### src/rtl/decoder_stream.sv
// Streaming code decoder: one-hot / thermometer / inverted one-hot / sticky patterns,
// delivered through a 2-entry output queue with out-of-range flagging and error count.
module decoder_stream #(
   parameter int IN_W    = 3,
   parameter int NUM_OUT = 8,
   parameter int CNT_W   = 8
) (
   input  logic               clk,
   input  logic               rst_n,
   input  logic               in_valid,
   output logic               in_ready,
   input  logic [IN_W-1:0]    in_code,
   input  logic [1:0]         in_mode,
   input  logic               clr_sticky,
   output logic               out_valid,
   input  logic               out_ready,
   output logic [NUM_OUT-1:0] out_data,
   output logic               out_err,
   output logic [CNT_W-1:0]   err_cnt
);

   localparam logic [IN_W:0] LP_NUM_OUT = (IN_W+1)'(NUM_OUT);

   function automatic logic [CNT_W-1:0] sat_inc(input logic [CNT_W-1:0] v);
      return (&v) ? v : v + 1'b1;
   endfunction

   logic [1:0]         r_cnt;
   logic [NUM_OUT-1:0] r_data [2];
   logic               r_err  [2];
   logic [NUM_OUT-1:0] r_sticky;
   logic [CNT_W-1:0]   r_err_cnt;

   logic               w_push;
   logic               w_pop;
   logic               w_inrange;
   logic               w_wr_idx;
   logic [NUM_OUT-1:0] w_onehot;
   logic [NUM_OUT-1:0] w_therm;
   logic [NUM_OUT-1:0] w_sticky_base;
   logic [NUM_OUT-1:0] w_sticky_acc;
   logic [NUM_OUT-1:0] w_sticky_next;
   logic [NUM_OUT-1:0] w_entry_data;

   // Handshake status derives only from the occupancy register, never from out_ready.
   assign in_ready  = rst_n && (r_cnt != 2'd2);
   assign out_valid = rst_n && (r_cnt != 2'd0);
   assign out_data  = out_valid ? r_data[0] : '0;
   assign out_err   = out_valid && r_err[0];
   assign err_cnt   = r_err_cnt;

   assign w_push    = in_valid && in_ready;
   assign w_pop     = out_valid && out_ready;
   assign w_inrange = ({1'b0, in_code} < LP_NUM_OUT);
   assign w_wr_idx  = (r_cnt == 2'd1) && !w_pop;

   always_comb begin
      w_onehot = '0;
      w_therm  = '0;
      for (int i = 0; i < NUM_OUT; i++) begin
         w_onehot[i] = (IN_W'(i) == in_code);
         w_therm[i]  = (IN_W'(i) <= in_code);
      end
   end

   assign w_sticky_base = clr_sticky ? '0 : r_sticky;
   assign w_sticky_acc  = w_sticky_base | w_onehot;
   assign w_sticky_next = (w_push && w_inrange && (in_mode == 2'b11)) ? w_sticky_acc
                                                                      : w_sticky_base;

   always_comb begin
      w_entry_data = '0;
      if (w_inrange) begin
         case (in_mode)
            2'b00:   w_entry_data = w_onehot;
            2'b01:   w_entry_data = w_therm;
            2'b10:   w_entry_data = ~w_onehot;
            default: w_entry_data = w_sticky_acc;
         endcase
      end
   end

   always_ff @(posedge clk) begin
      if (!rst_n) begin
         r_cnt     <= 2'd0;
         r_sticky  <= '0;
         r_err_cnt <= '0;
      end else begin
         r_sticky <= w_sticky_next;
         if (w_push && !w_inrange)
            r_err_cnt <= sat_inc(r_err_cnt);
         case ({w_push, w_pop})
            2'b10:   r_cnt <= r_cnt + 2'd1;
            2'b01:   r_cnt <= r_cnt - 2'd1;
            default: r_cnt <= r_cnt;
         endcase
      end
   end

   // Storage needs no reset: it is only observed through out_valid.
   always_ff @(posedge clk) begin
      if (w_pop) begin
         r_data[0] <= r_data[1];
         r_err[0]  <= r_err[1];
      end
      if (w_push) begin
         r_data[w_wr_idx] <= w_entry_data;
         r_err[w_wr_idx]  <= !w_inrange;
      end
   end

endmodule

### config.mk
export PLATFORM = sky130hd
export DESIGN_NAME = decoder_stream
export DESIGN_NICKNAME = d
export VERILOG_FILES = /design/src/rtl/decoder_stream.sv
export SDC_FILE = /design/constraint.sdc
export NUM_CORES = 1
export LEC_CHECK = 0
export BUFFER_PORTS_ARGS = -buffer_cell sky130_fd_sc_hd__buf_2
export CORE_ASPECT_RATIO = 0.7
export CORE_MARGIN = 4
export CORE_UTILIZATION = 49
export DETAILED_ROUTE_END_ITERATION = 6
export GPL_ROUTABILITY_DRIVEN = 0
export HOLD_SLACK_MARGIN = 0.06
export PLACE_DENSITY_LB_ADDON = 0.08
export SYNTH_ARGS = -nofsm -noshare
export SYNTH_HDL_FRONTEND = slang
export SYNTH_SLANG_ARGS = --single-unit
### constraint.sdc
create_clock -name clk -period 1.9 [get_ports clk]
set_input_delay 0.285 -clock clk [delete_from_list [all_inputs] [get_ports clk]]
set_output_delay 0.285 -clock clk [all_outputs]
set_load 0.005 [all_outputs]
==> results of run 1 <==
worst max-delay path, stage by stage, from the launching register on:
cell and delay (ps):
dfxtp_1 360, inv_1 70, ha_1 200, nor2b_1 150
buf_4 160, and2_1 130, buf_2 110
worst paths after layout:
kind | start | to | slack [ps] | depth (start not counted)
min | rst_n | r_sticky[4] | 330 | 2
max reg2reg | r_cnt[1] | r_data[0][6] | 210 | 5
min reg2reg | r_sticky[6] | r_sticky[6] | 500 | 2
max | r_cnt[1] | out_data[0] | 170 | 6
cell type report:
| type | instances | area (µm²) |
|---|---|---|
| clock buffer | 3 | 41.3 |
| fill | 262 | 1230 |
| inverter | 4 | 15.0 |
| multi-input combinational | 114 | 791 |
| sequential | 26 | 682 |
| tap | 36 | 45.0 |
| timing repair buffer | 25 | 140 |
cells in the final DEF (no fill, tap or decap), drive strengths merged, types with 2 or more instances in the layout:
| master | instances |
|---|---|
| a21boi | 3 |
| o21a | 4 |
| and2 | 15 |
| dfxtp | 10 |
| inv | 4 |
| ha | 4 |
| nor3b | 3 |
| nor2 | 4 |
| buf | 25 |
| nand3 | 5 |
| nor2b | 12 |
| edfxtp | 16 |
| o221a | 2 |
| nand2 | 9 |
| xnor2 | 2 |
| and3 | 2 |
| a21oi | 3 |
| o21ai | 2 |
| conb | 9 |
| nand2b | 6 |
| nor3 | 5 |
| mux2 | 8 |
| clkbuf | 3 |
cell families (layout without fill, tap and decap cells):
family,count (synthesis),in the layout,share of synthesized area
mux,8,8,0.0572
fa+ha+maj,4,4,0.0318
buf+inv,22,32,0.0882
flops,26,26,0.432
xor+xnor,3,3,0.0167
simple gates,64,64,0.238
other cells,1,9,0.00238
compound gates,26,26,0.133
flip-flops by register name (all words and copies together), names as in the netlist:
signal,count
r_cnt,2
r_sticky,8
r_data,16
where the power goes:
part / internal, mW / total [mW] / switching (mW) / leakage [nW]
clock: 0.142 / 0.309 / 0.167 / 0.0216
sequential: 0.643 / 0.652 / 0.00957 / 0.229
combinational: 0.120 / 0.260 / 0.140 / 0.421
total: 0.905 / 1.22 / 0.316 / 0.672
routing by layer:
layer | track usage | part of all wire | vias to the layer above
met2 | 0.220 | 0.43 | 25
li1 | - | - | 564
met4 | 0.0224 | 0.0066 | 0
met1 | 0.217 | 0.51 | 523
met5 | 0 | 0 | -
met3 | 0.0380 | 0.059 | 3
stage by stage:
stage	area [µm²]	power [mW]	utilization	setup slack, ps	std cells
2_1_floorplan	1610	0.862	-	145	162
5_1_grt	1710	1.29	0.582	22.8	208
4_1_cts	1710	1.23	0.582	74.5	208
3_3_place_gp	1670	0.919	0.568	208	205
3_5_place_dp	1670	0.925	0.568	136	205
6_report	1710	1.22	0.582	166	208
repair_timing:
action	in CTS	in global routing
setup endpoints to repair	0	10
endpoints found under the hold margin	0	0
gates resized for setup	0	1
==> metrics.md, run 1 <==
| Metric | Value |
|---|---|
| Die height | 55.4 µm |
| Layout Nets | 188 |
| Minimum clock period | 1730 ps |
| Routed Antenna Nets | 0 |
| Area contributors post-synth | edfxtp_1, dfxtp_1, and2_1 |
| Core Area | 0.00294 mm² |
| CTS tree | yes |
| Main synth FF type | edfxtp_1 |
| Leakage | 0.672 nW |
| Cells after Synth | 154 |
| CTS buffer count | 3 |
| Most common cell in the synthesized netlist | edfxtp_1 |
| Die X | 75.8 µm |
| YS warnings | 0 |
| Gr usage total | 0.147 |
| DR WL/cell | 13.8 µm |
| IO buf count | 19 |
| First-pass GRT wire length | 4900 µm |
| Final period util | 0.912 |
| H-tree depth | 1 |
| Post-Synthesis Cell Area | 0.00158 mm² |
| Critical path fanouts, max | 9 |
| Vias in the first global route | 1070 |
| Clock root buffer | clkbuf_8 |
| Crit path capture type | primary output |
| Hold Vio Cnt, Final | 0 |
| Max IR drop VDD | 0.000307 V |
| MaxCap Viol Count | 0 |
| Post-synth EDFFs | 16 |
| CTS clk-pin slew, worst paths | 80 ps |
| Yosys reg bits | 26 |
| Grt total ovfl | 0 |
| Initial antenna violation count | 0 |
| Worst-Skew Late Latency | 270 ps |
| FP Rows | 16 |
| RSZ-0062 raised after global routing | no |
| Ratio of cells with drive above 1 in the final layout | 0.256 |
| Outcome | complete, no violations |
| Final setup violation count | 0 |
| Clock Skew | 0.814 ps |
| Die area | 0.00420 mm² |
| Leading area contributor after synthesis | edfxtp_1 |
| Layout area overhead | 8.82% |
| Initial DRC count | 38 |
| Hpwl dp | 2200 µm |
| Arr. time, crit path | 1450 ps |
| Synth Area per Inst | 10.2 µm² |
| Drt pass-1 iters | 4 |
| Clock Path Buffers | 2 |
| Num ports | 29 |
| Starting density of the core | 0.535 |
| Power density over the cells | 712 mW/mm² |
| # DRC | 0 |
| DRT Wirelength | 2860 µm |
| Asr flop ratio synth | 0 |
| CTS Hold Bufs | 0 |
| CP required | 1620 ps |
| Worst Hold Slack | 335 ps |
| Antenna Cells | 0 |
| Worst Setup Start Kind | register |
| Synth top cells by count | edfxtp_1, and2_1, buf_4, nor2b_1, dfxtp_1 |
| Highest Clock Rate | 577 MHz |
| Sequential area share after synthesis | 0.432 |
| Hold Crit Class | in2reg |
| Largest net degree at the start of global routing | 18 |
| Setup tns final | 0 ps |
| Final Slew Violations | 0 |
| Synth top area share | 0.305 |
| Vias per Instance | 5.36 |
| Kind of critical path | reg2out |
| Vias | 1115 |
| Yosys cell types | 44 |
| CTS Sinks | 26 |
| Post-CTS Setup Inserts | 0 |
No activity file was read; power rests on OpenSTA's default activity.
==> run 2, diff against run 1 <==
--- a/config.mk
+++ b/config.mk
@@ -6,7 +6,7 @@
 export NUM_CORES = 1
 export LEC_CHECK = 0
 export BUFFER_PORTS_ARGS = -buffer_cell sky130_fd_sc_hd__buf_2
-export CORE_ASPECT_RATIO = 0.7
+export CORE_ASPECT_RATIO = 0.6
 export CORE_MARGIN = 4
 export CORE_UTILIZATION = 49
 export DETAILED_ROUTE_END_ITERATION = 6
==> run 2 against run 1 <==
  * Count of clock-buffer cells in the layout unchanged
  * Clock skew increased by 2.2 ps
  * Sequential share of layout area increased by 0.17 points
  * Die area increased by 0.36%
  * Final cell count increased by 1.9%
  * Via count increased by 1.7%
  * Wire length increased by 1.7%
  * Final area decreased by 0.44%
  * Critical endpoint is now r_data[0][6]
==> metrics.md, run 2 (synthesized netlist as in run 1, its figures left out) <==
| Metric | Value |
|---|---|
| Crit path capture type | register (was primary output) |
| Max reg flops | 16 (unchanged) |
| First-pass GRT wire length | 4940 µm (was 4900 µm) |
| Max IR drop VDD | 0.000277 V (was 0.000307 V) |
| Hold path startpoint | rst_n (unchanged) |
| Final period util | 0.910 (was 0.912) |
| CTS clk-pin slew, worst paths | 80 ps (about the same) |
| Grt total ovfl | 0 (unchanged) |
| Outcome | complete, no violations (unchanged) |
| Setup tns final | 0 ps (unchanged) |
| Initial DRC count | 89 (was 38) |
| Vias per Instance | 5.35 (was 5.36) |
| Clock root buffer | clkbuf_8 (unchanged) |
| Routed Antenna Nets | 0 (unchanged) |
| Final Slew Violations | 0 (unchanged) |
| Hpwl dp | 2250 µm (was 2200 µm) |
| Power density over the cells | 710 mW/mm² (was 712 mW/mm²) |
| CTS buffer count | 3 (unchanged) |
| Die X | 81.2 µm (was 75.8 µm) |
| Initial antenna violation count | 0 (unchanged) |
| Most frequent cells in the layout | buf_2, edfxtp_1, and2_1 (unchanged) |
| H-tree depth | 1 (unchanged) |
| Non-Filler Instances | 212 (was 208) |
| Largest net degree at the start of global routing | 22 (was 18) |
| Starting density of the core | 0.531 (was 0.535) |
| Critical path fanouts, max | 10 (was 9) |
| Hold Crit Class | in2reg (unchanged) |
| Final Instance Area | 0.00171 mm² (about the same) |
| DR WL/cell | 13.7 µm (was 13.8 µm) |
| Core Area | 0.00297 mm² (was 0.00294 mm²) |
| Reg2reg start | r_cnt[1] (unchanged) |
| FP Rows | 15 (was 16) |
| Placed standard-cell area | 0.00166 mm² (was 0.00167 mm²) |
| DP Cell Count | 209 (was 205) |
| Worst-Skew Late Latency | 260 ps (was 270 ps) |
| Ratio of cells with drive above 1 in the final layout | 0.247 (was 0.256) |
| Biggest register | r_data (unchanged) |
| Antenna Cells | 0 (unchanged) |
| IO buf count | 19 (unchanged) |
| Arr. time, crit path | 1750 ps (was 1450 ps) |
| Clock Skew | 3.06 ps (was 0.814 ps) |
| Commonest non-fill, non-tap cell in the layout | buf_2 (unchanged) |
| Gr usage total | 0.155 (was 0.147) |
| Worst Setup SP | r_cnt[1] (unchanged) |
| Layout Utilization | 0.576 (was 0.582) |
| # DRC | 0 (unchanged) |
| Drt pass-1 iters | 4 (unchanged) |
| Worst Hold Slack | 339 ps (was 335 ps) |
| Hold Vio Cnt, Final | 0 (unchanged) |
| Highest Clock Rate | 578 MHz (was 577 MHz) |
| Vias in the first global route | 1060 (was 1070) |
| CP required | 1920 ps (was 1620 ps) |
| MaxCap Viol Count | 0 (unchanged) |
| Layout Nets | 186 (was 188) |
| Die area | 0.00422 mm² (was 0.00420 mm²) |
| CTS tree | yes (unchanged) |
| Worst Setup Start Kind | register (unchanged) |
| RSZ-0062 raised after global routing | no (unchanged) |
| Layout area overhead | 8.34% (was 8.82%) |
| DRT Wirelength | 2910 µm (was 2860 µm) |
| CTS Sinks | 26 (unchanged) |
| CTS Hold Bufs | 0 (unchanged) |
| Clock Path Buffers | 2 (unchanged) |
| Worst-margin pin slew | 508 ps |
| Leakage | 0.663 nW (was 0.672 nW) |
| Final setup violation count | 0 (unchanged) |
| Minimum clock period | 1730 ps (about the same) |
| Die height | 51.9 µm (was 55.4 µm) |
| Num ports | 29 (unchanged) |
| Kind of critical path | reg2reg (was reg2out) |
| Slew HR | 0.660 |
| Top Registers | r_data: 16 flops, r_sticky: 8 flops, r_cnt: 2 flops (unchanged) |
| Vias | 1134 (was 1115) |
[run 2: cell count changes in the layout (fill, tap and decap cells not counted), sizes merged]
cell | before | now
buf | 25 | 23
[run 2: final cells by class]
class                           count  area (µm²)
Inverter                            4        15.0
Multi-Input combinational cell    114         791
Clock buffer                        3        41.3
Fill cell                         267        1260
Timing Repair Buffer               23         125
Tap cell                           42        52.6
Sequential cell                    26         682
[run 2: metrics by stage]
stage / worst slack [ps] / power [mW]
after global routing: 36.2 / 1.28
after detailed placement: 138 / 0.925
after CTS: 125 / 1.22
after floorplan: 145 / 0.862
final: 171 / 1.21
after global placement: 166 / 0.917
[run 2: path summary, 6_finish.rpt]
kind / end / slack (ps) / depth (start not counted)
worst max register to register: r_data[0][6] / 170 / 5
worst min register to register: r_sticky[2] / 500 / 2
worst max-delay path: r_data[0][6] / 170 / 5
worst min-delay path: r_sticky[4] / 340 / 2
[run 2: critical path, cell delays in order (launching register included)]
cell,delay [ps]
dfxtp_1,330
inv_1,80
ha_1,160
inv_1,70
o211ai_2,450
mux2_2,390
[run 2: routing by layer]
metal	vias up	GRT usage	routed length, µm
met2	60	0.245	1240
met3	4	0.0415	286
met5	-	0	0
met1	511	0.213	1360
met4	0	0.0309	23
li1	559	-	-
[run 2: what timing repair did]
item,in CTS,in global routing
endpoints found under the setup margin,0,9
gates resized for setup,0,1
buffers inserted,0,0
[run 2: power by group]
group          total [mW]  switching [mW]  internal, mW
logic               0.260           0.141         0.119
clock network       0.300           0.158         0.142
registers           0.652         0.00956         0.643
